[src/rtl/v16_peak_detector_pkg.sv]
// Shared v16 chain packages: sample sizing, detector defaults and the types the
// detector and the readout stage both use.
package package_settings;
  localparam int SIZE_FILTER_DATA = 15;
endpackage

package v16_parameters;
  import package_settings::*;

  localparam int V16_THRESHOLD     = 100;
  localparam int V16_DEAD_TIME     = 16;
  localparam int V16_MAX_PULSE_LEN = 64;
  localparam int V16_TS_WIDTH      = 32;
  localparam int V16_CNT_WIDTH     = 16;

  typedef enum logic [1:0] {
    IDLE  = 2'd0,
    ARMED = 2'd1,
    DEAD  = 2'd2
  } peak_state_t;

  // "time" is a keyword, hence peak_time for the timestamp field.
  typedef struct packed {
    logic signed [SIZE_FILTER_DATA:0] amplitude;
    logic [V16_TS_WIDTH-1:0]          peak_time;
    logic                             pileup;
  } peak_event_t;
endpackage

[src/rtl/v16_peak_detector_if.sv]
// Sample-in / event-out bundle between the v16 filter, the peak detector and readout.
interface v16_peak_detector_if #(
  parameter int TS_WIDTH  = 32,
  parameter int CNT_WIDTH = 16
);
  import package_settings::*;

  logic signed [SIZE_FILTER_DATA:0] filter_data;
  logic signed [SIZE_FILTER_DATA:0] peak_amplitude;
  logic [TS_WIDTH-1:0]              peak_time;
  logic                             peak_valid;
  logic                             pileup;
  logic                             busy;
  logic [CNT_WIDTH-1:0]             event_count;

  modport master (
    output filter_data,
    input  peak_amplitude, peak_time, peak_valid, pileup, busy, event_count
  );

  modport slave (
    input  filter_data,
    output peak_amplitude, peak_time, peak_valid, pileup, busy, event_count
  );
endinterface

[src/rtl/v16_timestamp_counter.sv]
// Free-running wrapping timestamp; value N is the stamp of the sample taken at that edge.
module v16_timestamp_counter #(
  parameter int TS_WIDTH = 32
) (
  input  logic                clk,
  input  logic                reset,
  output logic [TS_WIDTH-1:0] o_ts
);
  logic [TS_WIDTH-1:0] r_ts;

  always_ff @(posedge clk) begin
    if (reset) r_ts <= '0;
    else       r_ts <= r_ts + 1'b1;
  end

  assign o_ts = r_ts;
endmodule

[src/rtl/v16_peak_detector.sv]
// Pulse peak detector: arms on a threshold crossing, tracks the pulse maximum and its
// timestamp, emits one event per pulse, then holds off for a dead time.
module v16_peak_detector
  import package_settings::*, v16_parameters::*;
#(
  parameter int THRESHOLD     = V16_THRESHOLD,
  parameter int DEAD_TIME     = V16_DEAD_TIME,
  parameter int MAX_PULSE_LEN = V16_MAX_PULSE_LEN,
  parameter int TS_WIDTH      = V16_TS_WIDTH,
  parameter int CNT_WIDTH     = V16_CNT_WIDTH
) (
  input logic                clk,
  input logic                reset,
  v16_peak_detector_if.slave bus
);
  localparam int DW     = SIZE_FILTER_DATA + 1;
  localparam int LEN_W  = $clog2(MAX_PULSE_LEN + 1);
  localparam int DEAD_W = $clog2(DEAD_TIME + 1);
  localparam logic signed [DW-1:0] TH = DW'(THRESHOLD);

  peak_state_t          r_state, w_state_nxt;
  logic signed [DW-1:0] w_sample, r_max, w_max_nxt, r_amp;
  logic [TS_WIDTH-1:0]  w_ts, r_max_t, w_max_t_nxt, r_time;
  logic [LEN_W-1:0]     r_len, w_len_nxt;
  logic [DEAD_W-1:0]    r_dead;
  logic [CNT_WIDTH-1:0] r_cnt;
  logic                 w_above, w_emit, w_pile;
  logic                 r_valid, r_pile, r_busy;

  v16_timestamp_counter #(.TS_WIDTH(TS_WIDTH)) u_ts (
    .clk   (clk),
    .reset (reset),
    .o_ts  (w_ts)
  );

  assign w_sample = bus.filter_data;
  assign w_above  = w_sample > TH;

  always_comb begin
    w_state_nxt = r_state;
    w_max_nxt   = r_max;
    w_max_t_nxt = r_max_t;
    w_len_nxt   = r_len;
    w_emit      = 1'b0;
    w_pile      = 1'b0;
    case (r_state)
      IDLE, ARMED: begin
        if (w_above) begin
          // strict '>' keeps the earliest timestamp on a plateau
          if (r_state == IDLE || w_sample > r_max) begin
            w_max_nxt   = w_sample;
            w_max_t_nxt = w_ts;
          end
          w_len_nxt   = (r_state == IDLE) ? LEN_W'(1) : r_len + 1'b1;
          w_state_nxt = ARMED;
          if (w_len_nxt == LEN_W'(MAX_PULSE_LEN)) begin
            w_emit      = 1'b1;
            w_pile      = 1'b1;
            w_state_nxt = DEAD;
          end
        end else if (r_state == ARMED) begin
          w_emit      = 1'b1;
          w_state_nxt = DEAD;
        end
      end
      DEAD:    if (r_dead == '0 && !w_above) w_state_nxt = IDLE;
      default: w_state_nxt = IDLE;
    endcase
  end

  always_ff @(posedge clk) begin
    if (reset) begin
      r_state <= IDLE;
      r_max   <= '0;
      r_max_t <= '0;
      r_len   <= '0;
      r_dead  <= '0;
      r_valid <= 1'b0;
      r_amp   <= '0;
      r_time  <= '0;
      r_pile  <= 1'b0;
      r_busy  <= 1'b0;
      r_cnt   <= '0;
    end else begin
      r_state <= w_state_nxt;
      r_busy  <= (w_state_nxt != IDLE);
      r_max   <= w_max_nxt;
      r_max_t <= w_max_t_nxt;
      r_len   <= w_len_nxt;
      r_valid <= w_emit;
      if (w_emit)            r_dead <= DEAD_W'(DEAD_TIME);
      else if (r_dead != '0) r_dead <= r_dead - 1'b1;
      if (w_emit) begin
        r_amp  <= w_max_nxt;
        r_time <= w_max_t_nxt;
        r_pile <= w_pile;
        if (r_cnt != '1) r_cnt <= r_cnt + 1'b1;
      end
    end
  end

  assign bus.peak_valid     = r_valid;
  assign bus.peak_amplitude = r_amp;
  assign bus.peak_time      = r_time;
  assign bus.pileup         = r_pile;
  assign bus.busy           = r_busy;
  assign bus.event_count    = r_cnt;
endmodule

[src/flat_wrapper.sv]
// flat-port wrapper written by rule: the top's interface ports become plain ports
module v16_peak_detector_flat import package_settings::*, v16_parameters::*;
#(
  parameter int THRESHOLD     = V16_THRESHOLD,
  parameter int DEAD_TIME     = V16_DEAD_TIME,
  parameter int MAX_PULSE_LEN = V16_MAX_PULSE_LEN,
  parameter int TS_WIDTH      = V16_TS_WIDTH,
  parameter int CNT_WIDTH     = V16_CNT_WIDTH
)
  (clk, reset, bus_filter_data, bus_peak_amplitude, bus_peak_time, bus_peak_valid, bus_pileup, bus_busy, bus_event_count);
  v16_peak_detector_if #(.TS_WIDTH(TS_WIDTH), .CNT_WIDTH(CNT_WIDTH)) bus_i ();
  input logic clk;
  input logic reset;
  input wire logic [$bits(bus_i.filter_data)-1:0] bus_filter_data;
  output wire logic [$bits(bus_i.peak_amplitude)-1:0] bus_peak_amplitude;
  output wire logic [$bits(bus_i.peak_time)-1:0] bus_peak_time;
  output wire logic [$bits(bus_i.peak_valid)-1:0] bus_peak_valid;
  output wire logic [$bits(bus_i.pileup)-1:0] bus_pileup;
  output wire logic [$bits(bus_i.busy)-1:0] bus_busy;
  output wire logic [$bits(bus_i.event_count)-1:0] bus_event_count;
  assign bus_i.filter_data = bus_filter_data;
  assign bus_peak_amplitude = bus_i.peak_amplitude;
  assign bus_peak_time = bus_i.peak_time;
  assign bus_peak_valid = bus_i.peak_valid;
  assign bus_pileup = bus_i.pileup;
  assign bus_busy = bus_i.busy;
  assign bus_event_count = bus_i.event_count;
  v16_peak_detector #(.THRESHOLD(THRESHOLD), .DEAD_TIME(DEAD_TIME), .MAX_PULSE_LEN(MAX_PULSE_LEN), .TS_WIDTH(TS_WIDTH), .CNT_WIDTH(CNT_WIDTH)) u_core (.clk(clk), .reset(reset), .bus(bus_i));
endmodule
[config.mk]
export PLATFORM = sky130hd
export DESIGN_NAME = v16_peak_detector_flat
export DESIGN_NICKNAME = d
export VERILOG_FILES = /design/src/rtl/v16_peak_detector_pkg.sv /design/src/rtl/v16_peak_detector_if.sv /design/src/rtl/v16_timestamp_counter.sv /design/src/rtl/v16_peak_detector.sv /design/src/flat_wrapper.sv
export SDC_FILE = /design/constraint.sdc
export NUM_CORES = 1
export LEC_CHECK = 0
export ABC_AREA = 1
export CAP_MARGIN = 15
export CORE_AREA = 8 8 138 127
export CTS_CLUSTER_DIAMETER = 120
export DETAILED_ROUTE_END_ITERATION = 12
export DIE_AREA = 0 0 146 135
export HOLD_SLACK_MARGIN = 0.05
export PLACE_DENSITY_LB_ADDON = 0.2
export SLEW_MARGIN = 20
export SYNTH_ARGS = -nofsm -noshare
export SYNTH_HDL_FRONTEND = slang
export SYNTH_SLANG_ARGS = --single-unit
[constraint.sdc]
create_clock -name clk -period 2.7 [get_ports clk]
set_input_delay 0.54 -clock clk [delete_from_list [all_inputs] [get_ports clk]]
set_output_delay 0.54 -clock clk [all_outputs]
set_load 0.01 [all_outputs]
==> metrics.txt <==
# TYPE chip_impl_metric gauge
chip_impl_metric{name="filler_cell_count",unit=""} 1409
chip_impl_metric{name="hold_viol_final",unit=""} 0
chip_impl_metric{name="swShare",unit="%"} 25.60
chip_impl_metric{name="synth_seq_area_share",unit="%"} 44.06
chip_impl_metric{name="vias",unit=""} 6582
chip_impl_info{name="status",value="finished, final reports clean"} 1
chip_impl_metric{name="io_pins",unit=""} 85
chip_impl_metric{name="cts_resized",unit=""} 0
chip_impl_info{name="grt_busiest_layer",value="met2"} 1
chip_impl_metric{name="cts-hold-fix-buffers",unit=""} 0
chip_impl_metric{name="switchingPower",unit="µW"} 1564
chip_impl_metric{name="power_frac_comb",unit="%"} 14.4
chip_impl_metric{name="internal-power",unit="µW"} 4546
chip_impl_metric{name="drcViolationCount",unit=""} 0
chip_impl_metric{name="start_util",unit="%"} 48.22
chip_impl_metric{name="worst_setup_hold_path_clk_slew",unit="ns"} 0.06
chip_impl_metric{name="clk_latency",unit="ns"} 0.43
chip_impl_metric{name="maxCapViolCount",unit=""} 0
chip_impl_metric{name="global_route.usage.met2",unit="%"} 28.83
chip_impl_metric{name="pin_count_of_the_biggest_net_entering_global_routing",unit=""} 43
chip_impl_metric{name="finalWeightedCongestion",unit=""} 0.8440
chip_impl_metric{name="clock_sinks",unit=""} 161
chip_impl_info{name="cts_tree",value="built"} 1
chip_impl_info{name="post_synth_main_area_contributors",value="sky130_fd_sc_hd__dfxtp_1 (44%), sky130_fd_sc_hd__nand2_1 (15%), sky130_fd_sc_hd__nand3_1 (9.2%), sky130_fd_sc_hd__inv_1 (6.8%), sky130_fd_sc_hd__nor2_1 (5.7%)"} 1
chip_impl_metric{name="finalNonFillerCells",unit=""} 1363
chip_impl_info{name="hold_start",value="u_core.bus.peak_amplitude[5]"} 1
chip_impl_metric{name="antenna_cells_inserted",unit=""} 0
chip_impl_metric{name="power.sequential.fraction",unit="%"} 42.2
chip_impl_metric{name="fp.coreArea",unit="µm²"} 15170
chip_impl_metric{name="final.setup_skew",unit="ns"} 0.006231
chip_impl_metric{name="dr.pass1.iters",unit=""} 5
chip_impl_info{name="cts_root_cell",value="sky130_fd_sc_hd__clkbuf_16"} 1
chip_impl_metric{name="first_global_vias",unit=""} 6163
chip_impl_metric{name="peak_supply_drop",unit="V"} 0.0004757
chip_impl_metric{name="met1_usage",unit="%"} 22.42
chip_impl_metric{name="port-buffer-count",unit=""} 84
chip_impl_metric{name="gr-usage-all-layers",unit="%"} 17.68
chip_impl_metric{name="achievable-frequency",unit="MHz"} 414.5
chip_impl_metric{name="slew_violations",unit=""} 0
chip_impl_metric{name="syn_nets",unit=""} 1087
chip_impl_info{name="critical_path_start_type",value="input pin"} 1
chip_impl_info{name="cp-startpoint",value="bus_filter_data[13]"} 1
chip_impl_metric{name="worstMarginPinSlew",unit="ns"} 0.4738
chip_impl_metric{name="p_clk_share",unit="%"} 43.4
chip_impl_metric{name="synthCells",unit=""} 1048
chip_impl_metric{name="syn_to_final_growth",unit="%"} 26.24
chip_impl_metric{name="static_leakage",unit="µW"} 0.004047
chip_impl_metric{name="vertical_die_dimension",unit="µm"} 135
chip_impl_metric{name="drive_above_1_share",unit="%"} 7.407
chip_impl_metric{name="crit_required",unit="ns"} 3.02
chip_impl_metric{name="power",unit="µW"} 6110
chip_impl_metric{name="netlist-cell-type-count",unit=""} 35
chip_impl_metric{name="ys_ff_latch",unit=""} 161
chip_impl_metric{name="syn_area",unit="µm²"} 7316
chip_impl_metric{name="grt_antenna_before_repair",unit=""} 0
chip_impl_metric{name="fp.dieW",unit="µm"} 146
chip_impl_metric{name="die_area",unit="µm²"} 19710
chip_impl_info{name="synth_largest_area_cell",value="sky130_fd_sc_hd__dfxtp_1"} 1
chip_impl_metric{name="post_synthesis_area_per_instance",unit="µm²"} 6.981
chip_impl_metric{name="post-synth-top-area-fraction",unit="%"} 44.06
chip_impl_metric{name="place_hpwl",unit="µm"} 12000
chip_impl_metric{name="tritoncts_buffers",unit=""} 17
chip_impl_metric{name="timing.final.crit_period",unit="ns"} 2.413
chip_impl_info{name="setup.worst_path.end_class",value="register"} 1
chip_impl_metric{name="yosysWarnings",unit=""} 0
chip_impl_metric{name="post-route-worst-setup-slack",unit="ns"} 0.2872
chip_impl_metric{name="globalRoute.totalOverflow",unit=""} 0
chip_impl_metric{name="cts_post_setup_buffers_inserted",unit=""} 0
chip_impl_metric{name="avgRoutedWirePerCell",unit="µm"} 12.50
chip_impl_metric{name="place_ws",unit="ns"} -0.1289
chip_impl_metric{name="ant_nets",unit=""} 0
chip_impl_metric{name="first_pass_grt_wire_length",unit="µm"} 29300
chip_impl_metric{name="place.detailed.instances",unit=""} 1331
chip_impl_metric{name="std_cell_rows",unit=""} 43
chip_impl_metric{name="final.period_utilization",unit="%"} 89.36
chip_impl_metric{name="gr-usage-met3",unit="%"} 4.783
chip_impl_info{name="hold_class",value="register to register"} 1
chip_impl_metric{name="slew_headroom",unit="%"} 68.41
chip_impl_metric{name="cts_max_path_buffers",unit=""} 2
chip_impl_metric{name="setup_violations",unit=""} 0
chip_impl_metric{name="postRouteWirelength",unit="µm"} 17030
chip_impl_info{name="setup_repair_after_global_routing_missed_its_margin",value="false"} 1
chip_impl_metric{name="cp_data_arrival_time",unit="ns"} 2.73
chip_impl_metric{name="cts.htree.levels",unit=""} 4
chip_impl_info{name="crit_type",value="input pin to register"} 1
chip_impl_metric{name="viasPerCell",unit=""} 4.829
chip_impl_metric{name="fin_worst_hold_slack",unit="ns"} 0.4508
chip_impl_metric{name="drt-initial-drc-count",unit=""} 306
chip_impl_info{name="r2r_start",value="u_core.r_len[0]"} 1
chip_impl_metric{name="final_util",unit="%"} 60.87
chip_impl_metric{name="nets",unit=""} 1187
chip_impl_metric{name="power_density",unit="nW/µm²"} 661.6
chip_impl_metric{name="cp_max_fo",unit=""} 39
[cells in the mapped netlist, drive strengths merged]
master,count
o21a,1
nand4,10
or3,1
nor3,29
a211oi,2
nor4b,1
buf,25
ha,21
inv,135
nand3b,1
nor3b,7
a21oi,44
mux2i,1
clkbuf,16
nor4,2
nor2,114
a31oi,3
dfxtp,161
or2,1
xor2,13
nand2,294
xnor2,4
a21o,1
nand3,137
a21boi,1
o21ai,23
[metal layers]
layer	routed length, µm	share of wire (%)
met3	834	4.9
met5	0	0
met1	8337	49
met4	155	0.91
met2	7704	45
[sequential cells by signal, indices dropped and copies added, names as in the netlist]
register and count:
u_core.bus.busy 1, u_core.bus.event_count 16, u_core.bus.peak_amplitude 16, u_core.bus.peak_time 32, u_core.bus.peak_valid 1, u_core.bus.pileup 1
u_core.r_dead 5, u_core.r_len 7, u_core.r_max 16, u_core.r_max_t 32, u_core.r_state 2, u_core.u_ts.o_ts 32
[cells by family (layout without fill, tap and decap cells)]
family / count (synthesis) / in the layout / share of synthesized area [%]
AND/OR/NAND/NOR: 597 / 597 / 35.10
buffers and inverters: 176 / 289 / 9.680
AO/OA/AOI/OAI: 75 / 75 / 5.405
multiplexers: 1 / 1 / 0.1368
adder cells (fa/ha/maj): 21 / 21 / 3.592
XOR/XNOR: 17 / 17 / 2.035
flip-flops: 161 / 161 / 44.06
[final cells by class]
type / count / area [µm²] / area share, %
timing repair buffer: 122 / 1196 / 12.95
multi-input combinational: 711 / 3405 / 36.86
clock buffer: 20 / 446.7 / 4.837
tap: 202 / 252.7 / 2.737
inverter: 135 / 506.7 / 5.487
sequential: 161 / 3223 / 34.90
clock inverter: 12 / 205.2 / 2.222
[power by group through the flow]
stage	clock (µW)	sequential [µW]	combinational [µW]
floorplan	0	2630	594
global placement	0	2630	858
CTS	2700	2580	887
finish	2650	2580	878
global route	2810	2590	1010
detailed placement	0	2630	879
[through the flow]
step                area [µm²]  setup TNS (ns)
floorplan                 7316               0
global placement          8583          -4.390
detailed placement        8583          -9.342
CTS                       9235               0
global route              9235               0
finish                    9235               0
[worst max-delay path: stages]
cell	delay (ns)
sky130_fd_sc_hd__clkdlybuf4s50_1	0.44
sky130_fd_sc_hd__ha_1	0.32
sky130_fd_sc_hd__a21oi_1	0.19
sky130_fd_sc_hd__o21ai_0	0.11
sky130_fd_sc_hd__a21oi_1	0.16
sky130_fd_sc_hd__nand2_1	0.07
sky130_fd_sc_hd__nand2_1	0.05
sky130_fd_sc_hd__nand2_1	0.04
sky130_fd_sc_hd__nand2_1	0.05
sky130_fd_sc_hd__nand2_1	0.11
sky130_fd_sc_hd__nand2_1	0.16
sky130_fd_sc_hd__buf_12	0.23
sky130_fd_sc_hd__nand2_1	0.10
sky130_fd_sc_hd__nand3_1	0.09
sky130_fd_sc_hd__nand2_1	0.05
[layout by cell type (no fill, tap or decap), types with 4 or more instances in the layout]
master / Yosys / final
sky130_fd_sc_hd__buf_4: 2 / 32
sky130_fd_sc_hd__buf_12: 0 / 6
sky130_fd_sc_hd__dfxtp_1: 161 / 161
sky130_fd_sc_hd__nor3_1: 25 / 25
sky130_fd_sc_hd__o21ai_0: 23 / 23
sky130_fd_sc_hd__inv_1: 132 / 132
sky130_fd_sc_hd__clkdlybuf4s50_1: 0 / 83
sky130_fd_sc_hd__nand3_1: 135 / 135
sky130_fd_sc_hd__nor3_2: 4 / 4
sky130_fd_sc_hd__nor2_1: 111 / 110
sky130_fd_sc_hd__clkbuf_16: 0 / 17
sky130_fd_sc_hd__ha_1: 21 / 21
sky130_fd_sc_hd__a21oi_1: 43 / 43
sky130_fd_sc_hd__bufinv_16: 0 / 5
sky130_fd_sc_hd__xor2_1: 13 / 13
sky130_fd_sc_hd__nand2_1: 292 / 292
sky130_fd_sc_hd__nor3b_1: 7 / 7
sky130_fd_sc_hd__xnor2_1: 4 / 4
sky130_fd_sc_hd__nand4_1: 10 / 10
[final timing paths]
kind / endpoint / slack, ns / cells past startpoint
max: u_core.bus.peak_time[24] / 0.29 / 15
min: u_core.bus.peak_amplitude[5] / 0.45 / 2
max reg2reg: u_core.bus.event_count[0] / 0.39 / 13
min reg2reg: u_core.bus.peak_amplitude[5] / 0.45 / 2
Note: power is estimated with default switching activity, not from simulation.
